`src/rtl/jtag_dbg_master_pkg.sv`:
```
// Shared opcode/state encodings for the debug master.
// Build option JTAG_DBG_AUTOHALT_EN is consumed by jtag_dbg_master.sv.
package jtag_dbg_master_pkg;

  localparam int DBG_STATE_WIDTH = 3;

  localparam logic [1:0] DBG_OP_STATUS = 2'b00;
  localparam logic [1:0] DBG_OP_GPR_RD = 2'b01;
  localparam logic [1:0] DBG_OP_GPR_WR = 2'b10;
  localparam logic [1:0] DBG_OP_CTRL   = 2'b11;

  localparam logic [DBG_STATE_WIDTH-1:0] ST_IDLE      = 3'd0;
  localparam logic [DBG_STATE_WIDTH-1:0] ST_HALT_WAIT = 3'd1;
  localparam logic [DBG_STATE_WIDTH-1:0] ST_ACCESS    = 3'd2;
  localparam logic [DBG_STATE_WIDTH-1:0] ST_CAPTURE   = 3'd3;
  localparam logic [DBG_STATE_WIDTH-1:0] ST_RESUME    = 3'd4;
  localparam logic [DBG_STATE_WIDTH-1:0] ST_RESP      = 3'd5;

  function automatic int settle_cnt_width(input int cycles);
    return $clog2(cycles + 1);
  endfunction

endpackage

```
`src/rtl/jtag_dbg_settle_cnt.sv`:
```
// Halt settle counter: loads the settle length, counts down to zero and
// flags the step that will reach zero.
module jtag_dbg_settle_cnt
  import jtag_dbg_master_pkg::*;
#(
  parameter int LOAD_VAL = 4
) (
  input  logic clk,
  input  logic rst,
  input  logic load_i,
  input  logic dec_i,
  output logic last_o
);

  localparam int CNT_W = settle_cnt_width(LOAD_VAL);

  logic [CNT_W-1:0] cnt_q;
  logic [CNT_W-1:0] cnt_d;

  // Load wins over decrement; decrement saturates at zero.
  always_comb begin
    cnt_d = cnt_q;
    if (load_i) begin
      cnt_d = CNT_W'(LOAD_VAL);
    end else if (dec_i && (cnt_q != '0)) begin
      cnt_d = cnt_q - CNT_W'(1);
    end else begin
      cnt_d = cnt_q;
    end
  end

  // Counter register.
  always_ff @(posedge clk or negedge rst) begin
    if (!rst) begin
      cnt_q <= '0;
    end else begin
      cnt_q <= cnt_d;
    end
  end

  assign last_o = (cnt_q == CNT_W'(1));

endmodule

```
`src/rtl/jtag_dbg_master.sv`:
```
// Debug-side initiator for the core GPR/halt port: one command in flight, one response each.
// Build option JTAG_DBG_AUTOHALT_EN: GPR access while running halts, accesses, then resumes.
module jtag_dbg_master
  import jtag_dbg_master_pkg::*;
#(
  parameter int HALT_SETTLE_CYCLES = 4,
  parameter int ADDR_W             = 5,
  parameter int DATA_W             = 32
) (
  input  logic              clk,
  input  logic              rst,
  input  logic              dbg_req_valid_i,
  output logic              dbg_req_ready_o,
  input  logic [1:0]        dbg_req_op_i,
  input  logic [ADDR_W-1:0] dbg_req_addr_i,
  input  logic [DATA_W-1:0] dbg_req_data_i,
  output logic              dbg_resp_valid_o,
  input  logic              dbg_resp_ready_i,
  output logic [DATA_W-1:0] dbg_resp_data_o,
  output logic              dbg_resp_err_o,
  output logic [ADDR_W-1:0] jtag_reg_addr_o,
  output logic [DATA_W-1:0] jtag_reg_data_o,
  output logic              jtag_reg_we_o,
  input  logic [DATA_W-1:0] jtag_reg_data_i,
  output logic              jtag_halt_flag_o,
  output logic              halted_o
);

  logic [DBG_STATE_WIDTH-1:0] state_q, state_d;
  logic [1:0]                 op_q, op_d;
  logic                       auto_q, auto_d;
  logic                       ready_q, ready_d;
  logic                       resp_valid_q, resp_valid_d;
  logic [DATA_W-1:0]          resp_data_q, resp_data_d;
  logic                       resp_err_q, resp_err_d;
  logic [ADDR_W-1:0]          reg_addr_q, reg_addr_d;
  logic [DATA_W-1:0]          reg_data_q, reg_data_d;
  logic                       reg_we_q, reg_we_d;
  logic                       halt_q, halt_d;
  logic                       halted_q, halted_d;
  logic                       cnt_load_s, cnt_dec_s, cnt_last_s;

  jtag_dbg_settle_cnt #(.LOAD_VAL(HALT_SETTLE_CYCLES)) u_settle (
    .clk    (clk),
    .rst    (rst),
    .load_i (cnt_load_s),
    .dec_i  (cnt_dec_s),
    .last_o (cnt_last_s)
  );

  // Command sequencer: next state, response and core-port values.
  always_comb begin
    state_d      = state_q;
    op_d         = op_q;
    auto_d       = auto_q;
    resp_valid_d = resp_valid_q;
    resp_data_d  = resp_data_q;
    resp_err_d   = resp_err_q;
    reg_addr_d   = reg_addr_q;
    reg_data_d   = reg_data_q;
    reg_we_d     = 1'b0;
    halt_d       = halt_q;
    halted_d     = halted_q;
    cnt_load_s   = 1'b0;
    cnt_dec_s    = 1'b0;
    case (state_q)
      ST_IDLE: begin
        if (dbg_req_valid_i && ready_q) begin
          op_d        = dbg_req_op_i;
          resp_data_d = '0;
          resp_err_d  = 1'b0;
          case (dbg_req_op_i)
            DBG_OP_STATUS: begin
              resp_data_d  = {{(DATA_W-1){1'b0}}, halted_q};
              resp_valid_d = 1'b1;
              state_d      = ST_RESP;
            end
            DBG_OP_CTRL: begin
              if (dbg_req_data_i[0] && !halted_q) begin
                halt_d     = 1'b1;
                cnt_load_s = 1'b1;
                state_d    = ST_HALT_WAIT;
              end else if (dbg_req_data_i[0]) begin
                resp_valid_d = 1'b1;
                state_d      = ST_RESP;
              end else begin
                halt_d       = 1'b0;
                halted_d     = 1'b0;
                resp_valid_d = 1'b1;
                state_d      = ST_RESP;
              end
            end
            DBG_OP_GPR_RD, DBG_OP_GPR_WR: begin
              if (halted_q) begin
                reg_addr_d = dbg_req_addr_i;
                reg_data_d = (dbg_req_op_i == DBG_OP_GPR_WR) ? dbg_req_data_i : reg_data_q;
                reg_we_d   = (dbg_req_op_i == DBG_OP_GPR_WR) && (dbg_req_addr_i != '0);
                state_d    = ST_ACCESS;
              end else begin
`ifdef JTAG_DBG_AUTOHALT_EN
                reg_addr_d = dbg_req_addr_i;
                reg_data_d = (dbg_req_op_i == DBG_OP_GPR_WR) ? dbg_req_data_i : reg_data_q;
                auto_d     = 1'b1;
                halt_d     = 1'b1;
                cnt_load_s = 1'b1;
                state_d    = ST_HALT_WAIT;
`else
                resp_err_d   = 1'b1;
                resp_valid_d = 1'b1;
                state_d      = ST_RESP;
`endif
              end
            end
            default: state_d = ST_IDLE;
          endcase
        end else begin
          state_d = ST_IDLE;
        end
      end
      ST_HALT_WAIT: begin
        cnt_dec_s = 1'b1;
        // Halt is reported on the step that takes the counter from 1 to 0.
        if (halt_q && cnt_last_s) begin
          halted_d = 1'b1;
          if (op_q == DBG_OP_CTRL) begin
            resp_valid_d = 1'b1;
            state_d      = ST_RESP;
          end else begin
            reg_we_d = (op_q == DBG_OP_GPR_WR) && (reg_addr_q != '0);
            state_d  = ST_ACCESS;
          end
        end else begin
          state_d = ST_HALT_WAIT;
        end
      end
      ST_ACCESS: begin
        if (op_q == DBG_OP_GPR_RD) begin
          state_d = ST_CAPTURE;
        end else if (auto_q) begin
          halt_d   = 1'b0;
          halted_d = 1'b0;
          state_d  = ST_RESUME;
        end else begin
          resp_valid_d = 1'b1;
          state_d      = ST_RESP;
        end
      end
      ST_CAPTURE: begin
        resp_data_d = (reg_addr_q == '0) ? '0 : jtag_reg_data_i;
        if (auto_q) begin
          halt_d   = 1'b0;
          halted_d = 1'b0;
          state_d  = ST_RESUME;
        end else begin
          resp_valid_d = 1'b1;
          state_d      = ST_RESP;
        end
      end
      ST_RESUME: begin
        auto_d       = 1'b0;
        resp_valid_d = 1'b1;
        state_d      = ST_RESP;
      end
      ST_RESP: begin
        if (dbg_resp_ready_i) begin
          resp_valid_d = 1'b0;
          state_d      = ST_IDLE;
        end else begin
          state_d = ST_RESP;
        end
      end
      default: state_d = ST_IDLE;
    endcase
    ready_d = (state_d == ST_IDLE);
  end

  // State and output registers.
  always_ff @(posedge clk or negedge rst) begin
    if (!rst) begin
      state_q      <= ST_IDLE;
      op_q         <= 2'b00;
      auto_q       <= 1'b0;
      ready_q      <= 1'b0;
      resp_valid_q <= 1'b0;
      resp_data_q  <= '0;
      resp_err_q   <= 1'b0;
      reg_addr_q   <= '0;
      reg_data_q   <= '0;
      reg_we_q     <= 1'b0;
      halt_q       <= 1'b0;
      halted_q     <= 1'b0;
    end else begin
      state_q      <= state_d;
      op_q         <= op_d;
      auto_q       <= auto_d;
      ready_q      <= ready_d;
      resp_valid_q <= resp_valid_d;
      resp_data_q  <= resp_data_d;
      resp_err_q   <= resp_err_d;
      reg_addr_q   <= reg_addr_d;
      reg_data_q   <= reg_data_d;
      reg_we_q     <= reg_we_d;
      halt_q       <= halt_d;
      halted_q     <= halted_d;
    end
  end

  assign dbg_req_ready_o  = ready_q;
  assign dbg_resp_valid_o = resp_valid_q;
  assign dbg_resp_data_o  = resp_data_q;
  assign dbg_resp_err_o   = resp_err_q;
  assign jtag_reg_addr_o  = reg_addr_q;
  assign jtag_reg_data_o  = reg_data_q;
  assign jtag_reg_we_o    = reg_we_q;
  assign jtag_halt_flag_o = halt_q;
  assign halted_o         = halted_q;

endmodule

```
`config.mk`:
```
export PLATFORM = sky130hd
export DESIGN_NAME = jtag_dbg_master
export DESIGN_NICKNAME = d
export VERILOG_FILES = /design/src/rtl/jtag_dbg_master_pkg.sv /design/src/rtl/jtag_dbg_settle_cnt.sv /design/src/rtl/jtag_dbg_master.sv
export SDC_FILE = /design/constraint.sdc
export NUM_CORES = 1
export LEC_CHECK = 0
export ABC_AREA = 1
export BUFFER_PORTS_ARGS = -buffer_cell sky130_fd_sc_hd__buf_2
export CORE_MARGIN = 1
export CORE_UTILIZATION = 35
export DETAILED_ROUTE_END_ITERATION = 8
export PLACE_DENSITY_LB_ADDON = 0.2
export SLEW_MARGIN = 20
export SYNTH_ARGS = -nofsm -noshare
export SYNTH_HDL_FRONTEND = slang
export SYNTH_SLANG_ARGS = --single-unit
```
`constraint.sdc`:
```
create_clock -name clk -period 3.4 [get_ports clk]
set_input_delay 0.51 -clock clk [delete_from_list [all_inputs] [get_ports clk]]
set_output_delay 0.51 -clock clk [all_outputs]
set_load 0.01 [all_outputs]
```
==> results of run 1 <==
==> per-layer routing <==
metal / track usage, % / vias up / share of wire (%) / routed length, um
li1: - / 1599 / - / -
met1: 22.0 / 1464 / 47 / 4110
met2: 26.4 / 109 / 46 / 4020
met3: 5.44 / 4 / 7.0 / 621
met4: 4.46 / 0 / 0.82 / 72
met5: 0 / - / 0 / 0
==> through the flow <==
step	setup slack [ps]	power [mW]	cell area (sq um)
2_1_floorplan	1810	2.42	3780
3_3_place_gp	1200	2.93	4570
3_5_place_dp	1160	2.96	4570
4_1_cts	1510	3.63	4760
5_1_grt	1400	3.90	4760
6_report	1540	3.60	4760
==> registers in the layout (all words and copies together) (netlist names) <==
register,cells
dbg_resp_data_o,32
jtag_reg_data_o,32
jtag_reg_addr_o,5
state_q,3
u_settle.cnt_q,3
op_q,2
dbg_req_ready_o,1
dbg_resp_err_o,1
dbg_resp_valid_o,1
halted_o,1
jtag_halt_flag_o,1
jtag_reg_we_o,1
==> area by class of cell <==
| cell class | count | area share, % |
|---|---|---|
| well taps | 136 | 3.57 |
| clock buffers | 10 | 2.89 |
| inverters | 59 | 4.75 |
| clock inverters | 6 | 1.02 |
| repair buffers | 152 | 16.3 |
| multi-input cells | 259 | 27.9 |
| flip-flops and latches | 83 | 43.6 |
==> cell families after synthesis <==
logic type	share of synthesized area, %
flops	55.0
simple gates	23.7
buf+inv	9.87
fa+ha+maj	1.99
compound gates	9.41
==> critical path, cell delays in order <==
cell,delay (ps)
buf_2,100
inv_1,60
ha_1,290
nand2_1,50
inv_1,140
nand4_4,400
buf_4,370
nand2_1,70
o21ai_1,60
==> placed cells by master (no fill, tap or decap), types with 2 or more instances in the layout <==
cell type / instances
nand3_1: 46
a21oi_1: 2
o21ai_2: 22
nand2_2: 11
buf_2: 148
clkinvlp_4: 2
inv_4: 2
inv_2: 4
inv_1: 53
nand4_1: 4
nor3_1: 3
buf_4: 3
clkbuf_8: 10
ha_1: 6
nand2_1: 120
dfrtp_1: 83
nor2_1: 8
o21ai_0: 21
nor2_4: 2
o21ai_1: 8
clkinv_4: 2
nand2_4: 2
==> path summary, 6_finish.rpt <==
kind,to,cells past startpoint
min in group clk,dbg_resp_data_o[22],3
worst min-delay path,dbg_resp_data_o[21],1
worst min register to register,dbg_resp_data_o[31],2
max in group asynchronous,jtag_reg_data_o[3],1
worst max-delay path,jtag_reg_data_o[5],9
worst max register to register,jtag_reg_data_o[5],7
==> where the power goes <==
group / internal [mW] / switching (mW) / leakage (nW)
clock network: 0.292 / 0.374 / 0.0904
registers: 1.35 / 0.229 / 1.12
logic: 0.529 / 0.825 / 1.63
total: 2.17 / 1.43 / 2.84
==> results_dict.tcl, run 1 <==
set metrics [dict create \
    status "finished, final reports clean" \
    path_class "input port to register" \
    grt_max_degree 84 \
    rsz0062_at_grt "no" \
    layout.cells.non_filler 705 \
    ys.flop_type "dfrtp_1" \
    cp.arrival_ps 2070 \
    cts_sinks 83 \
    syn-mean-instance-area_sq_um 9.01 \
    hold_viol_final 0 \
    regArea_sq_um 2080 \
    grt_use_total_pct 16.7 \
    setup_viol 0 \
    synth_edf_count 0 \
    overflow 0 \
    finalNetCount 645 \
    drtIter0Drc 211 \
    power_density_nw_per_um2 755 \
    via_per_inst 4.50 \
    die_x_um 106 \
    crit_start "dbg_req_op_i[1]" \
    finalCritPeriodShare_pct 54.7 \
    dp.cells 689 \
    firstDrtPassIters 6 \
    reg2reg_slack_ps 1560 \
    cts_made_buffers 9 \
    tightest_slew_ps 751 \
    antenna_found_initial 0 \
    drc 0 \
    critPathLaunchType "input port" \
    post_cts_resize_count 0 \
    min_path_type "input port to asynchronous set/reset pin" \
    multi_input_area_sq_um 1330 \
    dp_hpwl_um 6420 \
    r2r-start "state_q[2]" \
    grt_pass1_vias 3138 \
    syn2layout_area_growth_pct 26.1 \
    port_buffers 149 \
    yosysMostFrequentCell "nand2_1" \
    synth_top_area_share_pct 55.0 \
    clock_path_buffers 2 \
    synth_top_cell_by_area "dfrtp_1" \
    drive_above_1_share_pct 37.4 \
    maxCapViolCount 0 \
    yosysSeqAreaShare_pct 55.0 \
    cts_setup_buffers 0 \
    vias 3176 \
    ant_nets 0 \
    holdBufCountCts 0 \
    p_leak_nw 2.84 \
    async_flop_share_pct 100 \
    fill_cells 1031 \
    max_slew_margin_pct 50.0 \
    tns_ps 0 \
    critPathRequiredTime_ps 3610 \
    wirelength_um 8820 \
    fp.coreArea_sq_um 10400 \
    diodes 0 \
    gp_congestion 0.846 \
    timing.fmax_mhz 538 \
    clk_pin_slew_ps 90 \
    clk_latency_ps 340 \
    fin_util_pct 45.9 \
    root_buffer "clkbuf_8" \
    htreeDepth 3 \
    fin_worst_skew_ps 16.6 \
    synth_warnings 0 \
    synth.top_cells.by_count "nand2_1, dfrtp_1, inv_1" \
    top_level_ports 150 \
    yosys-top-cells-area "dfrtp_1, nand2_1, nand3_1" \
    end_kind "register" \
    ys_types 25 \
    synth_nets 500 \
    start_util_pct 36.4 \
    fin_crit_ps 1860 \
    die_y_um 106 \
    worstPathMaxFanout 27 \
    slew_violations 0 \
    core.rowCount 37 \
    die_area_sq_um 11200 \
    cts_tree "built" \
    hold-worst-slack_ps 207 \
    ys_seq_elements 83 \
    drt-wirelength-per-cell_um 12.5 \
    syn_inst 419 \
    syn_area_sq_um 3780 \
    irDropWorstVdd_mv 0.257 \
    grt_pass1_wl_um 14900 \
]
Note: power is estimated with default switching activity, not from simulation.
==> run 2: changes to the inputs <==
clock period = 1.55 ns   (was 3.4 ns; I/O delays follow)
==> results_dict.tcl, run 2 (synthesis gave the netlist of run 1 again) <==
set metrics [dict create \
    tns_ps 0 \
    fin_util_pct 47.2 \
    critPathLaunchType "register" \
    postPlaceCellArea_sq_um 4700 \
    drc 0 \
    wirelength_um 8950 \
    cp.arrival_ps 1630 \
    hold_viol_final 0 \
    firstDrtPassIters 4 \
    status "finished, final reports clean" \
    cts_tree "built" \
    cts_sinks 83 \
    maxCapViolCount 0 \
    fill_cells 1034 \
    htreeDepth 3 \
    top_level_ports 150 \
    layout_common_cells "buf_2, nand2_1, dfrtp_1" \
    power_density_nw_per_um2 1630 \
    final_cell_area_sq_um 4890 \
    grt_pass1_vias 3110 \
    clk_pin_slew_ps 100 \
    end_kind "register" \
    total_power_mw 7.98 \
    fin_crit_ps 1420 \
    worst_slack_ps 135 \
    drt-wirelength-per-cell_um 12.5 \
    diodes 0 \
    drive_above_1_share_pct 38.3 \
    grt_use_total_pct 16.9 \
    antenna_found_initial 0 \
    p_leak_nw 2.91 \
    die_area_sq_um 11200 \
    via_per_inst 4.59 \
    final_common_cell "buf_2" \
    pre_cts_ws_ps 27.5 \
    drtIter0Drc 192 \
    slew_violations 0 \
    clock_path_buffers 2 \
    overflow 0 \
    critPathRequiredTime_ps 1770 \
    die_x_um 106 \
    port_buffers 149 \
    core.rowCount 37 \
    finalNetCount 656 \
    rsz0062_at_grt "no" \
    layout.cells.non_filler 716 \
    setup_viol 0 \
    die_y_um 106 \
    dp.cells 699 \
    fp.coreArea_sq_um 10400 \
    fin_worst_skew_ps 19.5 \
    min_path_type "input port to register" \
    hold-worst-slack_ps 103 \
    tightest_slew_ps 409 \
    start_util_pct 36.4 \
    root_buffer "clkbuf_8" \
    finalCritPeriodShare_pct 91.3 \
    max_slew_margin_pct 72.7 \
    syn2layout_area_growth_pct 29.5 \
    path_class "register to register" \
    ant_nets 0 \
    irDropWorstVdd_mv 0.593 \
    gp_congestion 0.856 \
    grt_max_degree 40 \
    cts_made_buffers 9 \
    dp_hpwl_um 6720 \
    vias 3283 \
    clk_latency_ps 350 \
    worstPathMaxFanout 6 \
    grt_pass1_wl_um 15000 \
    timing.fmax_mhz 707 \
]
==> run 2: changes by cell type in the layout (fill, tap and decap cells not counted) <==
cell	previous run	this run
buf_4	3	10
buf_12	0	4
inv_6	0	2
buf_6	1	0
clkinv_4	2	1
dlygate4sd3_1	0	1
inv_8	1	0
nand2_1	120	121
nand2_2	11	10
or2_0	1	0
or2_1	0	1
==> run 2: area by class of cell <==
class                           instances  area, sq um  area share [%]
Sequential cell                        83         2080            42.5
Clock buffer                           10          138            2.81
Tap cell                              136          170            3.48
Multi-Input combinational cell        259         1330            27.1
Inverter                               59          226            4.63
Timing Repair Buffer                  163          906            18.5
Clock inverter                          6         46.3           0.947
==> run 2: critical path, stage by stage (launching register included) <==
cell and delay (ps):
dfrtp_1 390, inv_1 60, ha_1 200, ha_1 190, or2_1 280, nand3_1 90, o21ai_0 90
==> run 2: final timing paths <==
path,start,to,slack [ps],cells after the start
hold / removal,jtag_reg_data_i[22],dbg_resp_data_o[22],100,3
setup reg to reg,u_settle.cnt_q[0],u_settle.cnt_q[1],130,6
max in group asynchronous,rst,dbg_resp_data_o[17],620,3
hold reg to reg,dbg_resp_data_o[16],dbg_resp_data_o[16],470,2
min in group asynchronous,rst,dbg_resp_data_o[12],330,2
setup / recovery,u_settle.cnt_q[0],u_settle.cnt_q[1],130,6
==> run 2: repair_timing <==
item | 4_1_cts | 5_1_grt
hold endpoints to repair | 26 | 0
hold buffers | 1 | 0
endpoints found under the setup margin | 0 | 3
buffers inserted | 0 | 0
gates resized for setup | 0 | 1
==> run 2: per-layer routing <==
metal | global-route usage [%] | vias to the layer above | wire length [um]
li1 | - | 1626 | -
met1 | 23.0 | 1510 | 4080
met2 | 26.1 | 134 | 4070
met3 | 3.83 | 13 | 629
met4 | 7.04 | 0 | 164
met5 | 0 | - | 0
==> run 2: power by group <==
part | internal, mW | switching, mW
sequential | 2.95 | 0.486
clock | 0.637 | 0.815
combinational | 1.25 | 1.84
total | 4.84 | 3.14
